### config.mk
export PLATFORM = sky130hd
export DESIGN_NAME = serial_subtractor_flat
export DESIGN_NICKNAME = d
export VERILOG_FILES = /design/src/rtl/serial_subtractor_pkg.sv /design/src/rtl/serial_subtractor_if.sv /design/src/rtl/serial_subtractor_half_subtractor.sv /design/src/rtl/serial_subtractor.sv /design/src/flat_wrapper.sv
export SDC_FILE = /design/constraint.sdc
export NUM_CORES = 1
export LEC_CHECK = 0
export CORE_MARGIN = 5
export CORE_UTILIZATION = 47
export DETAILED_ROUTE_END_ITERATION = 8
export GPL_TIMING_DRIVEN = 1
export PLACE_DENSITY_LB_ADDON = 0.1
export SKIP_CTS_REPAIR_TIMING = 1
export SYNTH_ARGS = -nofsm -noshare
export SYNTH_HDL_FRONTEND = slang
export SYNTH_SLANG_ARGS = --single-unit
### constraint.sdc
create_clock -name clk -period 1.4 [get_ports clk]
set_input_delay 0.28 -clock clk [delete_from_list [all_inputs] [get_ports clk]]
set_output_delay 0.28 -clock clk [all_outputs]
set_load 0.005 [all_outputs]
### src/rtl/serial_subtractor_pkg.sv
// Shared types and sizing helpers for the bit-serial subtractor.
package serial_sub_pkg;

  typedef enum logic [1:0] {IDLE, RUN, DONE} sub_state_t;

  localparam int unsigned DEFAULT_WIDTH = 16;

  function automatic int unsigned cnt_w(input int unsigned width);
    return $clog2(width);
  endfunction

endpackage

### src/rtl/serial_subtractor_if.sv
// Operand/result handshake bundle for serial_subtractor.
interface serial_subtractor_if
  import serial_sub_pkg::*;
#(
  parameter int unsigned WIDTH = DEFAULT_WIDTH
);

  logic             in_valid;
  logic             in_ready;
  logic [WIDTH-1:0] a_in;
  logic [WIDTH-1:0] b_in;
  logic             out_valid;
  logic             out_ready;
  logic [WIDTH-1:0] diff_out;
  logic             borrow_out;

  modport master (
    output in_valid, a_in, b_in, out_ready,
    input  in_ready, out_valid, diff_out, borrow_out
  );

  modport slave (
    input  in_valid, a_in, b_in, out_ready,
    output in_ready, out_valid, diff_out, borrow_out
  );

endinterface

### src/rtl/serial_subtractor_half_subtractor.sv
// One-bit half subtractor; two of these plus an OR make a full-subtract cell.
module half_subtractor (
  input  logic A_in,
  input  logic B_in,
  output logic D_out,
  output logic Bo_out
);

  assign D_out  = A_in ^ B_in;
  assign Bo_out = ~A_in & B_in;

endmodule

### src/rtl/serial_subtractor.sv
// Bit-serial unsigned subtractor: a - b, LSB first, WIDTH cycles per operation.
module serial_subtractor
  import serial_sub_pkg::*;
#(
  parameter int unsigned WIDTH = DEFAULT_WIDTH
) (
  input  logic                clk,
  input  logic                rst_n,
  serial_subtractor_if.slave  bus
);

  localparam int unsigned     CW   = cnt_w(WIDTH);
  localparam logic [CW-1:0]   LAST = CW'(WIDTH - 1);

  sub_state_t       state_q, state_d;
  logic [WIDTH-1:0] a_sr_q, a_sr_d;
  logic [WIDTH-1:0] b_sr_q, b_sr_d;
  logic [WIDTH-1:0] res_q, res_d;
  logic [WIDTH-1:0] diff_q, diff_d;
  logic             borrow_q, borrow_d;
  logic             bout_q, bout_d;
  logic [CW-1:0]    cnt_q, cnt_d;

  logic             d1, bo1, d_bit, bo2, cell_bout;
  logic             in_ready;
  logic [WIDTH-1:0] res_shift;

  half_subtractor u_hs_ab (
    .A_in   (a_sr_q[0]),
    .B_in   (b_sr_q[0]),
    .D_out  (d1),
    .Bo_out (bo1)
  );

  half_subtractor u_hs_bin (
    .A_in   (d1),
    .B_in   (borrow_q),
    .D_out  (d_bit),
    .Bo_out (bo2)
  );

  assign cell_bout = bo1 | bo2;
  // New difference bit enters at the MSB; after WIDTH shifts bit 0 holds the LSB.
  assign res_shift = WIDTH'({d_bit, res_q} >> 1);
  assign in_ready  = (state_q == IDLE) || ((state_q == DONE) && bus.out_ready);

  always_comb begin
    state_d  = state_q;
    a_sr_d   = a_sr_q;
    b_sr_d   = b_sr_q;
    res_d    = res_q;
    diff_d   = diff_q;
    borrow_d = borrow_q;
    bout_d   = bout_q;
    cnt_d    = cnt_q;

    unique case (state_q)
      IDLE, DONE: begin
        if (state_q == DONE && bus.out_ready) state_d = IDLE;
        if (bus.in_valid && in_ready) begin
          a_sr_d   = bus.a_in;
          b_sr_d   = bus.b_in;
          borrow_d = 1'b0;
          cnt_d    = '0;
          state_d  = RUN;
        end
      end
      RUN: begin
        a_sr_d   = a_sr_q >> 1;
        b_sr_d   = b_sr_q >> 1;
        res_d    = res_shift;
        borrow_d = cell_bout;
        if (cnt_q == LAST) begin
          // Results are latched separately so outputs stay put during the next RUN.
          diff_d  = res_shift;
          bout_d  = cell_bout;
          cnt_d   = '0;
          state_d = DONE;
        end else begin
          cnt_d = cnt_q + 1'b1;
        end
      end
      default: state_d = IDLE;
    endcase
  end

  always_ff @(posedge clk or negedge rst_n) begin
    if (!rst_n) begin
      state_q  <= IDLE;
      a_sr_q   <= '0;
      b_sr_q   <= '0;
      res_q    <= '0;
      diff_q   <= '0;
      borrow_q <= 1'b0;
      bout_q   <= 1'b0;
      cnt_q    <= '0;
    end else begin
      state_q  <= state_d;
      a_sr_q   <= a_sr_d;
      b_sr_q   <= b_sr_d;
      res_q    <= res_d;
      diff_q   <= diff_d;
      borrow_q <= borrow_d;
      bout_q   <= bout_d;
      cnt_q    <= cnt_d;
    end
  end

  assign bus.in_ready   = in_ready;
  assign bus.out_valid  = (state_q == DONE);
  assign bus.diff_out   = diff_q;
  assign bus.borrow_out = bout_q;

endmodule

### src/flat_wrapper.sv
// flat-port wrapper written by rule: the top's interface ports become plain ports
module serial_subtractor_flat import serial_sub_pkg::*;
#(
  parameter int unsigned WIDTH = DEFAULT_WIDTH
)
  (clk, rst_n, bus_in_valid, bus_a_in, bus_b_in, bus_out_ready, bus_in_ready, bus_out_valid, bus_diff_out, bus_borrow_out);
  serial_subtractor_if #(.WIDTH(WIDTH)) bus_i ();
  input  logic clk;
  input  logic rst_n;
  input wire logic [$bits(bus_i.in_valid)-1:0] bus_in_valid;
  input wire logic [$bits(bus_i.a_in)-1:0] bus_a_in;
  input wire logic [$bits(bus_i.b_in)-1:0] bus_b_in;
  input wire logic [$bits(bus_i.out_ready)-1:0] bus_out_ready;
  output wire logic [$bits(bus_i.in_ready)-1:0] bus_in_ready;
  output wire logic [$bits(bus_i.out_valid)-1:0] bus_out_valid;
  output wire logic [$bits(bus_i.diff_out)-1:0] bus_diff_out;
  output wire logic [$bits(bus_i.borrow_out)-1:0] bus_borrow_out;
  assign bus_i.in_valid = bus_in_valid;
  assign bus_i.a_in = bus_a_in;
  assign bus_i.b_in = bus_b_in;
  assign bus_i.out_ready = bus_out_ready;
  assign bus_in_ready = bus_i.in_ready;
  assign bus_out_valid = bus_i.out_valid;
  assign bus_diff_out = bus_i.diff_out;
  assign bus_borrow_out = bus_i.borrow_out;
  serial_subtractor #(.WIDTH(WIDTH)) u_core (.clk(clk), .rst_n(rst_n), .bus(bus_i));
endmodule
; Word-level counts from Yosys, hierarchy flattened
; Index checks and enable logic that the tools add are counted.
[word_totals]
input_bits = 36
output_inout_bits = 19
elab_cells = 44
regBits = 72
[classes]
muxes = 13
bitwise_logic = 7
add_sub_neg = 1
n_reduce_logical = 9
n_eq_ne = 6
[op_table]
columns = operator, count
row1 = 16-bit case mux with 2 select lines, 2
row2 = 16-bit 2-to-1 mux, 2
row3 = 4-bit 2-to-1 mux, 2
row4 = 4-bit case mux with 2 select lines, 1
row5 = 2-bit 2-to-1 mux, 3
row6 = 2-bit AND reduction, 3
row7 = "4-bit by 1-bit adder with 4-bit output, second input constant", 1
row8 = "4-bit equality test, second input constant", 1
row9 = "2-bit by 1-bit inequality test with 1-bit output, second input constant", 2
row10 = 2-bit case mux with 2 select lines, 1
row11 = "3-bit by 1-bit inequality test with 1-bit output, second input constant", 1
row12 = 1-bit AND, 2
row13 = "2-bit by 1-bit equality test with 1-bit output, second input constant", 1
row14 = "2-bit equality test, second input constant", 1
row15 = 1-bit logical AND, 2
row16 = 2-bit zero test, 1
row17 = 1-bit inverter, 2
row18 = 1-bit case mux with 2 select lines, 1
row19 = 2-bit nonzero test, 1
row20 = 2-bit OR reduction, 1
row21 = 1-bit XOR, 2
row22 = 1-bit logical OR, 1
row23 = 1-bit 2-to-1 mux, 1
row24 = 1-bit bitwise OR, 1

; Longest topological paths before layout
[depth]
word_depth = 6
mapped_depth = 7
depth_no_buf = 5

; Hierarchy
; A second synthesis with hierarchy kept.
[unflattened]
cells_unflattened = 278
hier_area_um2 = 3099.2
[by_module_without_submodules]
columns = module, n_inst, area_each_um2, cells_each, seq_area_each_um2
row1 = serial_subtractor, 1, 3059.2, 272, 1776.7
row2 = half_subtractor, 2, 20.0, 3, 0.0

; Worst setup path before layout
; No wires, ideal clock.
[synth_timing]
path_type = register to register
startpoint = register u_core.cnt_q[0]
endpoint = register u_core.diff_q[10] (netlist: u_core.bus.diff_out[10])
path_buffers = 2
setup_time_ps = 117
slack_ps = -7
t_arrival_ps = 1290
required_time_ps = 1283
path_stages_with_launch = 8
path_cell_list = dfrtp_1 > ha_1 > nand3_1 > or2_1 > buf_2 > buf_6 > nand2_1 > nand2_1
[synth_via]
elab_chain_len = 2
[synth_lines]
columns = element, line_no
row1 = start: declaration, serial_subtractor.sv:22  ; logic [CW-1:0] cnt_q, cnt_d;
row2 = start signal: assignment, serial_subtractor.sv:105  ; cnt_q <= cnt_d;
row3 = 4-bit equality test, serial_subtractor.sv:73  ; if (cnt_q == LAST) begin
row4 = 2-bit AND reduction (no source line), -
row5 = end signal: assignment, serial_subtractor.sv:102  ; diff_q <= diff_d;
row6 = end: declaration, serial_subtractor.sv:19  ; logic [WIDTH-1:0] diff_q, diff_d;
; Every way passes these cells.
; A chain may end at the register's enable or synchronous reset.

; Worst setup path in the final report
[layout_timing]
startpoint = input bus_out_ready
endpoint = register u_core.a_sr_q[9]
[layout_via]
elab_chain_len = 5
[layout_lines]
columns = element, line_no
row1 = start: declaration, flat_wrapper.sv:13  ; input wire logic [$bits(bus_i.out_ready)-1:0] bus_out_ready;
row2 = 1-bit logical AND, serial_subtractor.sv:45  ; assign in_ready = (state_q == IDLE) || ((state_q == DONE) && bus.out_ready);
row3 = 1-bit logical OR, serial_subtractor.sv:45
row4 = 1-bit logical AND, serial_subtractor.sv:60  ; if (bus.in_valid && in_ready) begin
row5 = 2-bit by 1-bit inequality test with 1-bit output (no source line), -
row6 = 2-bit AND reduction (no source line), -
row7 = end signal: assignment, serial_subtractor.sv:99  ; a_sr_q <= a_sr_d;
row8 = end: declaration, serial_subtractor.sv:16  ; logic [WIDTH-1:0] a_sr_q, a_sr_d;
; Every way passes these cells.

==> summary.md <==
| Metric | Value |
|---|---|
| Status | finished, violations left |
| Violated checks | setup timing |
| Worst Slack Setup Final | -0.09770 ns |
| Fill cell count | ~500 |
| Gr usage total | approximately 16% |
| Area growth syn-to-layout | 42.31% |
| Comb power frac | 37.5% |
| Hold crit path type | primary input to asynchronous set/reset pin |
| Max-slew violations | 0 |
| CP required | between 1.5 and 2 ns |
| Layout cells sized above 1 | 18.72% |
| Fin cells | approximately 470 |
| Synthesis-stage register bit count | between 70 and 80 |
| Critical path class | primary input to register |
| Worst-Margin Slew | roughly 0.45 ns |
| Post-synthesis sequential area ratio | between 50% and 60% |
| 1st-iter DRT viols | slightly below 90 |
| Synthesized area per cell | ~10 µm² |
| Post-placement cell area | between 0.003 and 0.004 mm² |
| DRT Pass-1 Iters | 4 |
| Internal | 5.478 mW |
| Largest net degree at the start of global routing | 36 |
| Ports | 55 |
| Lkg Pwr | ~2.3 nW |
| Crit path launch type | primary input |
| # rows | 29 |
| Die height | about 91 µm |
| Critical path cell sequence | clkdlybuf4s50_1 > nor2b_4 > nor3b_4 > buf_6 > clkbuf_16 > mux2i_1 > o21ai_1 |
| Final hold violations | 0 |
| Worst setup EP type | register |
| Adder-Cell Fraction of Synth Area | 1.056% |
| Switching share of power | 33.45% |
| Compound-cell area share of the yosys netlist | around 8.9% |
| Routed WL per cell | about 15 µm |
| Antenna cell count | 0 |
| CTS tree | done |
| Reg2reg path depth | 6 |
| NetSw | ~2.8 mW |
| Mapped Cells | between 300 and 400 |
| Simple-gate portion of the synthesized area | 18.27% |
| TritonCTS Buffers | 9 |
| Final wirelength | 6.937 mm |
| Worst slack, placed | -0.4544 ns |
| DR vias | around 2300 |
| Multiplexer share of the synthesized area | a little under a tenth |
| Die width | roughly 91 µm |
| Max-cap viol count | 0 |
| Gpl congestion | roughly 0.74 |
| Hold WS | ~0.37 ns |
| Grt ovf | 0 |
| Largest family of logic cells by synthesized area | simple AND/OR/NAND/NOR gates |
| Syn Nets | roughly 340 |
| Final #Nets | between 400 and 500 |
| CP max FO | 10 |
| Mapped cell area | between 0.003 and 0.004 mm² |
| RSZ-0062 raised after global routing | true |
| Fin Clk Skew | about 0.0081 ns |
| Worst-case clock buffer depth | 2 |
| Global-route wire length before repair | around 11 mm |
| Sequential power share | 40.5% |
| Cell variety after synth | 31 |
| Die area | 0.008276 mm² |
| # port buffers | 54 |
| Fmax | roughly 670 MHz |
| Via density | around 5.0 |
| Clk_lat worst skew | 0.35 ns |
| Setup-failing EPs final | 31 |
| CP max-delay cell | clkdlybuf4s50_1 |
| Xor/xnor share of the synthesized area | 0% |
| Root Buffer | clkbuf_8 |
| Drt drc | 0 |
| Clock-pin slew on the worst setup and hold paths | 0.08 ns |
| Final setup TNS | -1.944 ns |
| Worst Path Arrival | between 1.5 and 2 ns |
| Antenna violations before repair | 0 |
| Crit path time final | 1.498 ns |
| Clock group share of total power | 21.9% |
| Finished Cell Area | 0.004385 mm² |
| H-tree levels | 3 |
| Starting Density | 48.53% |
| DRT antenna net count | 0 |
| Slew margin rel. | 70.26% |
| Vias in the first global route | ~2300 |
| Peak VDD IR | ~0.00094 V |
| Fin crit share | 107.0% |
| Critical Path Max Stage Delay | approximately 0.55 ns |
| Placed cells | between 400 and 500 |
| Core box area | 0.006350 mm² |
| Power Density | about 1900 mW/mm² |
| HPWL after DPL | around 4.3 mm |
| YS warnings | 0 |
| CTS sink count | 71 |
==> stage by stage <==
step	power (mW)	utilization [%]
2_1_floorplan	4.856	-
3_3_place_gp	5.885	60.39
3_5_place_dp	6.011	60.39
4_1_cts	7.837	63.88
5_1_grt	8.836	69.06
6_report	8.232	69.06
==> critical path, delay by kind of cell <==
kind / cells / cell delay, ns
simple gates: 2 / 0.26
mux: 1 / 0.22
buf+inv: 3 / 0.90
compound gates: 1 / 0.08
==> synthesized netlist by cell type <==
library cell | instances | area (µm²)
nor2b_4 | 1 | 13.76
buf_4 | 1 | 7.510
nand3_1 | 2 | 10.01
clkbuf_1 | 3 | 11.26
buf_2 | 7 | 35.03
or2_1 | 1 | 6.260
dfrtp_1 | 71 | 1777
and2b_1 | 1 | 7.510
o2bb2ai_1 | 1 | 8.760
o21ai_0 | 11 | 55.05
nor2_2 | 1 | 6.260
a21oi_1 | 1 | 5.000
buf_1 | 1 | 3.750
ha_1 | 1 | 12.51
a21o_1 | 1 | 7.510
o21ai_1 | 19 | 95.09
fa_1 | 1 | 20.02
mux2i_1 | 29 | 290.3
o31ai_1 | 1 | 7.510
inv_1 | 2 | 7.510
or2b_1 | 1 | 7.510
nor3b_2 | 1 | 12.51
clkbuf_2 | 1 | 5.000
nand2_1 | 126 | 473.0
nor2_1 | 2 | 7.510
o21ai_2 | 6 | 52.55
a22o_1 | 4 | 35.03
o311ai_1 | 1 | 8.760
buf_12 | 2 | 40.04
nand2b_1 | 3 | 18.77
buf_6 | 3 | 33.78
==> cells by family (layout without fill, tap and decap cells) <==
family,after synthesis,count (layout)
compound gates,45,45
simple gates,139,139
flops,71,71
fa+ha+maj,2,2
buf+inv,20,104
mux,29,29
==> cells in the final DEF, fill, tap and decap left out, types with 3 or more instances in the layout <==
| cell type | count |
|---|---|
| nand2_1 | 126 |
| dfrtp_1 | 71 |
| clkdlybuf4s50_1 | 34 |
| o21ai_1 | 23 |
| mux2i_1 | 21 |
| dlymetal6s2s_1 | 17 |
| buf_4 | 13 |
| clkbuf_8 | 9 |
| buf_12 | 9 |
| o21ai_2 | 7 |
| o21ai_0 | 6 |
| buf_6 | 5 |
| mux2i_2 | 4 |
| mux2i_4 | 4 |
| a22o_1 | 4 |
| clkbuf_16 | 4 |
| buf_2 | 3 |
==> worst paths after layout <==
path	endpoint	from	slack, ns
setup / recovery	u_core.a_sr_q[9]$_DFFE_PN0P_	bus_out_ready	-0.1
hold / removal	u_core.res_q[9]$_DFFE_PN0N_	rst_n	0.37
setup reg to reg	u_core.a_sr_q[9]$_DFFE_PN0P_	u_core.state_q[1]$_DFFE_PN0P_	-0.09
hold reg to reg	u_core.bus.diff_out[6]$_DFFE_PN0P_	u_core.bus.diff_out[6]$_DFFE_PN0P_	0.47
max in group asynchronous	u_core.b_sr_q[4]$_DFFE_PN0P_	rst_n	0.57
min in group clk	u_core.bus.diff_out[6]$_DFFE_PN0P_	u_core.bus.diff_out[6]$_DFFE_PN0P_	0.47
==> per-layer routing <==
layer	GRT usage [%]	part of all wire, %	vias to the layer above
li1	-	-	1154
met1	21.90	47	1128
met2	24.46	48	48
met3	3.471	3.8	9
met4	6.968	1.8	0
met5	0	0	-
==> registers in the layout, summed over array words and instances (netlist names) <==
| register | count |
|---|---|
| u_core.state_q | 2 |
| u_core.bus.diff_out | 16 |
| u_core.a_sr_q | 16 |
| u_core.b_sr_q | 16 |
| u_core.bus.borrow_out | 1 |
| u_core.cnt_q | 4 |
| u_core.res_q | 15 |
| u_core.borrow_q | 1 |
==> power by group through the flow <==
stage | Clock [mW] | Sequential [mW] | Combinational (mW)
after floorplan | 0 | 3.26 | 1.59
after global placement | 0 | 3.30 | 2.59
after detailed placement | 0 | 3.33 | 2.68
after CTS | 1.84 | 3.30 | 2.70
after global routing | 1.95 | 3.44 | 3.45
final | 1.81 | 3.34 | 3.09
==> area by class of cell <==
cell class / count / area [µm²] / area share [%]
clock buffer: 9 / 123.9 / 2.825
clock inverter: 7 / 97.59 / 2.225
inverter: 2 / 7.507 / 0.1712
multi-input combinational: 215 / 1271 / 28.99
sequential: 71 / 1777 / 40.51
tap: 77 / 96.34 / 2.197
timing repair buffer: 86 / 1012 / 23.08
Note: power is estimated with default switching activity, not from simulation.
